`src/rtl/cpu_run_ctrl.sv`:
```
// rtl/cpu_run_ctrl.sv - run/step/reset sequencer gating the cpu core via core_ce and core_reset
// Optional RUN_CTRL_CYCLE_LIMIT_EN adds a cycle_limit input that halts RUN at a fixed cycle count.
module cpu_run_ctrl #(
  parameter int DEBOUNCE_CYCLES = 1000000,
  parameter int RESET_HOLD      = 16,
  parameter int SAMPLE_DIV_W    = 26
) (
  input  logic        clk,
  input  logic        reset,
  input  logic        btn_reset,
  input  logic        btn_step,
  input  logic        sw_run,
`ifdef RUN_CTRL_CYCLE_LIMIT_EN
  input  logic [31:0] cycle_limit,
`endif
  output logic        core_reset,
  output logic        core_ce,
  output logic [31:0] run_cycles,
  output logic [1:0]  state,
  output logic        led_strobe
);

  localparam int DB_W   = $clog2(DEBOUNCE_CYCLES + 1);
  localparam int HOLD_W = $clog2(RESET_HOLD + 1);

  typedef enum logic [1:0] {
    ST_RESET = 2'd0,
    ST_HALT  = 2'd1,
    ST_RUN   = 2'd2,
    ST_STEP  = 2'd3
  } state_t;

  state_t                  state_q, state_d;
  logic [HOLD_W-1:0]       hold_q, hold_d;
  logic                    core_reset_q, core_reset_d;
  logic                    core_ce_q, core_ce_d;
  logic [31:0]             run_cycles_q, run_cycles_d;
  logic [SAMPLE_DIV_W-1:0] div_q, div_d;
  logic [2:0]              sync1_q, sync1_d, sync2_q, sync2_d;
  logic [2:0]              deb_q, deb_d;
  logic [1:0]              deb_prev_q, deb_prev_d;
  logic [DB_W-1:0]         db_cnt_q [3];
  logic [DB_W-1:0]         db_cnt_d [3];

  logic reset_edge, step_edge, run_lvl, limit_hit;

  // Bit order in the input vectors: 0 = btn_reset, 1 = btn_step, 2 = sw_run.
  always_comb begin
    sync1_d = {sw_run, btn_step, btn_reset};
    sync2_d = sync1_q;
    deb_d   = deb_q;
    for (int i = 0; i < 3; i++) begin
      db_cnt_d[i] = '0;
      if (sync2_q[i] != deb_q[i]) begin
        if (db_cnt_q[i] == DB_W'(DEBOUNCE_CYCLES - 1)) deb_d[i] = sync2_q[i];
        else db_cnt_d[i] = db_cnt_q[i] + 1'b1;
      end
    end
    deb_prev_d = deb_q[1:0];
  end

  assign reset_edge = deb_q[0] & ~deb_prev_q[0];
  assign step_edge  = deb_q[1] & ~deb_prev_q[1];
  assign run_lvl    = deb_q[2];

`ifdef RUN_CTRL_CYCLE_LIMIT_EN
  assign limit_hit = (cycle_limit != 32'd0) && (run_cycles_q + 32'd1 == cycle_limit) && core_ce_q;
`else
  assign limit_hit = 1'b0;
`endif

  always_comb begin
    state_d = state_q;
    hold_d  = hold_q;
    case (state_q)
      ST_RESET: begin
        if (hold_q == HOLD_W'(RESET_HOLD - 1)) begin
          state_d = run_lvl ? ST_RUN : ST_HALT;
          hold_d  = '0;
        end else begin
          hold_d = hold_q + 1'b1;
        end
      end
      ST_HALT: begin
        if (run_lvl)        state_d = ST_RUN;
        else if (step_edge) state_d = ST_STEP;
      end
      ST_RUN: begin
        if (!run_lvl || limit_hit) state_d = ST_HALT;
      end
      ST_STEP: state_d = ST_HALT;
      default: state_d = ST_RESET;
    endcase
    // A reset press overrides every other transition, including a coincident step.
    if (reset_edge) begin
      state_d = ST_RESET;
      hold_d  = '0;
    end
    core_reset_d = (state_d == ST_RESET);
    core_ce_d    = (state_d == ST_RUN) || (state_d == ST_STEP);
    run_cycles_d = reset_edge ? 32'd0 : run_cycles_q + {31'd0, core_ce_q};
    div_d        = div_q + 1'b1;
  end

  always_ff @(posedge clk or posedge reset) begin
    if (reset) begin
      state_q      <= ST_RESET;
      hold_q       <= '0;
      core_reset_q <= 1'b1;
      core_ce_q    <= 1'b0;
      run_cycles_q <= '0;
      div_q        <= '0;
      sync1_q      <= '0;
      sync2_q      <= '0;
      deb_q        <= '0;
      deb_prev_q   <= '0;
      for (int i = 0; i < 3; i++) db_cnt_q[i] <= '0;
    end else begin
      state_q      <= state_d;
      hold_q       <= hold_d;
      core_reset_q <= core_reset_d;
      core_ce_q    <= core_ce_d;
      run_cycles_q <= run_cycles_d;
      div_q        <= div_d;
      sync1_q      <= sync1_d;
      sync2_q      <= sync2_d;
      deb_q        <= deb_d;
      deb_prev_q   <= deb_prev_d;
      for (int i = 0; i < 3; i++) db_cnt_q[i] <= db_cnt_d[i];
    end
  end

  assign core_reset = core_reset_q;
  assign core_ce    = core_ce_q;
  assign run_cycles = run_cycles_q;
  assign state      = state_q;
  assign led_strobe = &div_q;

endmodule

```
`config.mk`:
```
export PLATFORM = sky130hd
export DESIGN_NAME = cpu_run_ctrl
export DESIGN_NICKNAME = d
export VERILOG_FILES = /design/src/rtl/cpu_run_ctrl.sv
export SDC_FILE = /design/constraint.sdc
export NUM_CORES = 1
export LEC_CHECK = 0
export ABC_AREA = 1
export CORE_ASPECT_RATIO = 0.6
export CORE_MARGIN = 2
export CORE_UTILIZATION = 58
export DETAILED_ROUTE_END_ITERATION = 16
export PLACE_DENSITY = 0.78
export SLEW_MARGIN = 15
export SYNTH_ARGS = -nofsm -noshare
export SYNTH_HDL_FRONTEND = slang
export SYNTH_SLANG_ARGS = --single-unit
```
`constraint.sdc`:
```
create_clock -name clk -period 12.6 [get_ports clk]
set_input_delay 1.26 -clock clk [delete_from_list [all_inputs] [get_ports clk]]
set_output_delay 1.26 -clock clk [all_outputs]
set_load 0.03 [all_outputs]
```
==> impl_metrics.csv <==
group,metric,value,unit
finish,multi_input_area,3400,um2
floorplanning,initial_utilization,59.7,%
global_routing,grt_antenna_before_repair,0,
pwr,p_int,0.710,mW
synth,ys_seq_area_share,47.7,%
sta,relSlewSlack,38.2,%
floorplanning,rows,31,
global_routing,grt_max_degree,76,
synth,postSynthCellCount,942,
setup_path,cp-start-kind,"flip-flop",
sta,setup_tns,0,ps
finish,seq_area,3450,um2
sta,fin_crit_sh,29.7,%
setup_path,arrival,2480,ps
global_routing,grt_first_pass_wirelength,27600,um
floorplanning,die_area,13400,um2
pwr,p_total,0.937,mW
sta,hold_ws,346,ps
global_routing,grt.total_usage,25.6,%
job,max-cap-violations,0,
synth,synth_top_area_cell,"dfrtp_1",
routing,drc,0,
routing,ant_nets,0,
clock_tree,clock_sinks,138,
place,dp_hpwl,11200,um
pwr,switchingPower,0.228,mW
clock_tree,cts.htree.levels,4,
pwr,p_leak,3.57,nW
hold_path,min-delay-path-class,"reg2reg",
finish,area.growth.synth_to_final,16.1,%
synth,synth_cell_types,31,
synth,synth_edf_count,0,
global_routing,grt_overflow,0,
pwr,seqPwrFrac,47.9,%
place,gp_congestion,0.904,
clock_tree,tritoncts,"built",
sta,skew,11.4,ps
routing,wl_per_cell,13.6,um
synth,netlist_area,7250,um2
synth,synthFlopType,"dfrtp_1",
clock_tree,clk_pin_slew,60,ps
setup_path,cp_data_required_time,11340,ps
synth,yosysWarnings,0,
finish,drive_above_1_share,8.60,%
status,status,"finished, final reports clean",
pwr,peakVddDrop,0.0957,mV
clock_tree,cts_hold_buf,0,
clock_tree,clockRootBuffer,"clkbuf_16",
floorplanning,die_x,148,um
clock_tree,cts_buffers,17,
finish,final_cell_mix,"nand2_1 (237), nor2_1 (208), dfrtp_1 (137)",
sta,period_minus_slack,3740,ps
routing,firstDrtPassIters,5,
global_routing,grt_pass1_vias,5656,
setup_path,critical_path_class,"reg2out",
synth,synth_nets,954,
routing,vias,6156,
setup_path,cp_max_fo,5,
finish,n_fill_cell,973,
sta,finalSetupViolations,0,
synth,async_flop_share,100,%
pwr,swShare,24.3,%
clock_tree,cts_resized,0,
sta,rsz0062_at_grt,"no",
floorplanning,core,12100,um2
synth,synthTopCellsByArea,"dfrtp_1 (47%), nand2_1 (12%), nor2_1 (11%)",
pwr,clkPwrFrac,49.9,%
setup_path,endpoint_kind,"output pin",
floorplanning,io_pins,42,
floorplanning,die_h,90.6,um
synth,syn_avg_cell_area,7.70,um2
sta,fmax,268,MHz
sta,worstMarginPinSlew,927,ps
routing,vias_per_cell,5.23,
place,io_buffers,41,
pwr,pwr-share-comb,2.2,%
synth,synth_top_area_share,47.3,%
finish,nets,1011,
pwr,cellPowerDensity,111,nW/um2
finish,final_common_cell,"nand2_1",
sta,maxSlewViolCount,0,
sta,hold_viol,0,
clock_tree,cts_setup_buffers,0,
finish,diodes,0,
clock_tree,clkLatencyLatePin,420,ps
clock_tree,clock_path_buffers,2,
synth,yosys_register_bits,138,
routing,wirelength,16000,um
routing,drtIter0Drc,426,
## final timing paths
check	end	cells after the start	startpoint	slack [ps]
setup / recovery	led_strobe	8	div_q[0]$_DFF_PP0_	8860
hold / removal	sync2_q[1]$_DFF_PP0_	0	sync1_q[1]$_DFF_PP0_	350
setup reg to reg	run_cycles[20]$_DFF_PP0_	10	core_ce$_DFF_PP0_	10760
hold reg to reg	sync2_q[1]$_DFF_PP0_	0	sync1_q[1]$_DFF_PP0_	350
max in group asynchronous	db_cnt_q[22]$_DFF_PP0_	3	reset	9960
min in group asynchronous	run_cycles[0]$_DFF_PP0_	2	reset	1300
## synthesized netlist by cell type (all sizes together) (4+ instances only)
library cell,count
nand2,250
nor2,229
dfrtp,137
inv,98
nand3,62
xor2,34
nor3,29
a21oi,24
xnor2,21
o21ai,19
nand4,12
ha,7
nand3b,7
buf,4
## per-stage QoR
stage | std cells | setup slack (ps) | cell area [um2] | util, %
final | 1177 | 8860 | 8420 | 69.3
after global routing | 1177 | 8690 | 8420 | 69.3
after floorplan | 942 | 7650 | 7250 | -
after CTS | 1177 | 8850 | 8420 | 69.3
after global placement | 1145 | 9350 | 7860 | 64.8
after detailed placement | 1145 | 9310 | 7860 | 64.8
## layer usage
metal	wire (um)	part of all wire (%)	vias to the layer above	global-route usage [%]
met5	0	0	-	0
met3	905	5.6	20	5.35
li1	-	-	3079	-
met4	208	1.3	0	7.30
met1	8070	50	2880	39.0
met2	6840	43	177	36.9
## worst max-delay path, stage by stage, from the launching register on
cell             delay (ps)
dfrtp_1                 400
ha_1                    220
nand3_2                 130
nor2_4                  170
nand3_2                 160
inv_1                   110
nand4_1                 100
nor2_1                  100
clkdlybuf4s50_1         670
## state kept, by name, indices dropped and copies added, names as in the netlist
name and count:
db_cnt_q 60, run_cycles 32, div_q 26, hold_q 5, deb_q 3, sync1_q 3
sync2_q 3, deb_prev_q 2, state 2, core_ce 1, core_reset 1
## area by class of cell
| type | instances | area share [%] |
|---|---|---|
| clock buffer | 17 | 5.05 |
| multi-input combinational | 701 | 40.4 |
| tap | 165 | 2.45 |
| timing repair buffer | 43 | 5.05 |
| sequential | 138 | 41.0 |
| clock inverter | 15 | 1.55 |
| inverter | 98 | 4.43 |
## power by group through the flow
stage / combinational [mW] / clock, mW / sequential (mW)
global route: 0.0241 / 0.493 / 0.449
global placement: 0.0207 / 0 / 0.457
finish: 0.0203 / 0.468 / 0.449
detailed placement: 0.0210 / 0 / 0.457
CTS: 0.0211 / 0.473 / 0.449
floorplan: 0.0146 / 0 / 0.456
## cells by family (layout without fill, tap and decap cells)
family / Yosys count / in the layout / share of synthesized area, %
buffers and inverters: 103 / 173 / 5.40
AO/OA/AOI/OAI: 47 / 47 / 3.38
AND/OR/NAND/NOR: 592 / 592 / 35.6
flip-flops: 138 / 138 / 47.7
XOR/XNOR: 55 / 55 / 6.75
adder cells (fa/ha/maj): 7 / 7 / 1.21
Note: power is estimated with default switching activity, not from simulation.
==> RTL edit, RTL diff (same flow settings) <==
`DEBOUNCE_CYCLES`: 1000000 -> 2000000.
--- a/src/rtl/cpu_run_ctrl.sv
+++ b/src/rtl/cpu_run_ctrl.sv
@@ -1,7 +1,7 @@
 // rtl/cpu_run_ctrl.sv - run/step/reset sequencer gating the cpu core via core_ce and core_reset
 // Optional RUN_CTRL_CYCLE_LIMIT_EN adds a cycle_limit input that halts RUN at a fixed cycle count.
 module cpu_run_ctrl #(
-  parameter int DEBOUNCE_CYCLES = 1000000,
+  parameter int DEBOUNCE_CYCLES = 2000000,
   parameter int RESET_HOLD      = 16,
   parameter int SAMPLE_DIV_W    = 26
 ) (
Behaviour: no difference found for any inputs over 10 cycles, from zero or initial values and one cycle with reset high; that may be too few to reach the edited logic, so the function may still have changed.
==> RTL edit against the original RTL <==
  * Sequential cell count up 3
  * Fmax down 0.93%
  * Area after synthesis up 3.5%
  * Routed wire length is 2.7% higher
  * First-iteration DRC count increased by 1.6%
  * Global-route usage grew 0.41 points
  * Core utilization down 0.52 points
  * Worst setup slack got worse by 0.035 ns
  * Total power is 7.9% higher
  * Clock skew fell by 0.0018 ns
  * Final area grew 4.1%
  * Clock power up 14%
  * Register-to-register slack got worse by 0.06 ns
==> RTL edit: results (changes against the original RTL) <==
- Reg with most FFs: db_cnt_q
- Mux cell area share after synthesis: 0% (unchanged)
- Max reg flops: 63 (+5.0%)
- CTS buffer count: 17 (unchanged)
- Area after DPL: 8132 um^2 (+3.4%)
- Port Buffers: 41 (unchanged)
- Inserted Diodes: 0 (unchanged)
- Worst vdd ir: 80.38 uV (-16%)
- Seq pwr share: 45.3% (-2.6 points)
- Arrival @ worst endpoint: 2.51 ns (+0.03 ns)
- Compound-Gate Fraction of Synth Area: 4.084% (+0.70 points)
- Critical path's top delay family: simple AND/OR/NAND/NOR gates
- Yosys warns: 0 (unchanged)
- Hpwl dp: 11610 um (+3.5%)
- Post-synth top cells: nand2_1 (250), nor2_1 (209), dfrtp_1 (140)
- Drt first-iter violations: 433 (+1.6%)
- Total wire length: 16460 um (+2.7%)
- Slowest cell delay on critical path: between 0.6 and 0.7 ns
- Status: completed
- H-tree Lvls: 4 (unchanged)
- Root buffer cell: clkbuf_16
- Adder-Cell Fraction of Synth Area: 1.167% (-0.041 points)
- Final Wtd Congestion: 0.9185 (+1.6%)
- XOR/XNOR Fraction of Synth Area: 5.118% (-1.6 points)
- Crit-path max FO: 5 (unchanged)
- Worst reg2reg path depth: 10 (unchanged)
- Vias in the first global route: 5906 (+4.4%)
- Layout cells sized above 1: 9.452% (+0.85 points)
- RR Startpoint: core_ce$_DFF_PP0_
- Initial antenna violation count: 0 (unchanged)
- Pleak: 3.832 nW (+7.4%)
- Gr usage total: 25.97% (+0.41 points)
- Largest net degree at the start of global routing: 72 (-5.3%)
- First-pass GRT wire length: 28570 um (+3.5%)
- Filler cells: 1016 (+4.4%)
- Synth Flop Type: dfrtp_1
- Seq/Total Area, Yosys: 47.02% (-0.63 points)
- Hold path depth: 0 (unchanged)
- Worst Clk Skew: 0.009581 ns (-0.001837 ns)
- Clock network power share: 52.7% (+2.8 points)
- CP startpoint: div_q[0]$_DFF_PP0_
- Library cells used by synthesis: 34 (+9.7%)
- Worst path slowest cell: clkdlybuf4s50_1
- Hold wc startpoint: sync1_q[2]$_DFF_PP0_
- Syn_nets: 1000 (+4.8%)
- Vias/cell: 5.160 (-1.4%)
- FFs w/ async S/R, synth: 100.0% (unchanged)
- Ranking of synthesized cells by area: dfrtp_1 (47%), nand2_1 (13%), nor2_1 (10%)
- Setup bufs post-CTS: 0 (unchanged)
- Nets: 1058 (+4.6%)
- Int Pwr: 797.5 uW (+12%)
- Post-DRT Antenna Nets: 0 (unchanged)
- Slew HR: 40.83% (+2.7 points)
## RTL edit: final timing paths
check | endpoint | slack [ns]
worst min-delay path | sync2_q[2]$_DFF_PP0_ | 0.36
worst max register to register | run_cycles[20]$_DFF_PP0_ | 10.70
worst max-delay path | led_strobe | 8.83
min in group asynchronous | run_cycles[31]$_DFF_PP0_ | 1.31
max in group asynchronous | db_cnt_q[57]$_DFF_PP0_ | 9.97
worst min register to register | sync2_q[2]$_DFF_PP0_ | 0.36
## RTL edit: kinds of logic (layout without fill, tap and decap cells)
kind of cell	Yosys count	count (layout)
AND/OR/NAND/NOR	616	616
flip-flops	141	141
buffers and inverters	122	192
AO/OA/AOI/OAI	59	59
XOR/XNOR	43	43
adder cells (fa/ha/maj)	7	7
## RTL edit: metal layers
layer	up-vias	GRT usage [%]	routed length (um)
li1	3203	-	-
met1	2921	41.04	8420
met2	190	36.36	6864
met3	22	5.373	984
met4	0	6.386	192
met5	-	0	0
## RTL edit: metrics by stage
step                hold WS [ns]  power, mW  setup WS [ns]  instances
detailed placement        0.3471     0.4877          9.256       1197
finish                    0.3598      1.012          8.827       1228
global route              0.3735      1.041          8.649       1228
CTS                       0.3598      1.021          8.808       1228
floorplan                 0.3312     0.4809          7.560        988
global placement          0.3411     0.4874          9.313       1197
## RTL edit: final cells by class
| class | instances | area, um^2 | share of cell area, % |
|---|---|---|---|
| Sequential cell | 141 | 3530 | 40.28 |
| Multi-Input combinational cell | 725 | 3513 | 40.10 |
| Inverter | 118 | 450.4 | 5.141 |
| Clock buffer | 18 | 439.2 | 5.012 |
| Timing Repair Buffer | 43 | 425.4 | 4.855 |
| Tap cell | 170 | 212.7 | 2.428 |
| Clock inverter | 13 | 191.4 | 2.185 |
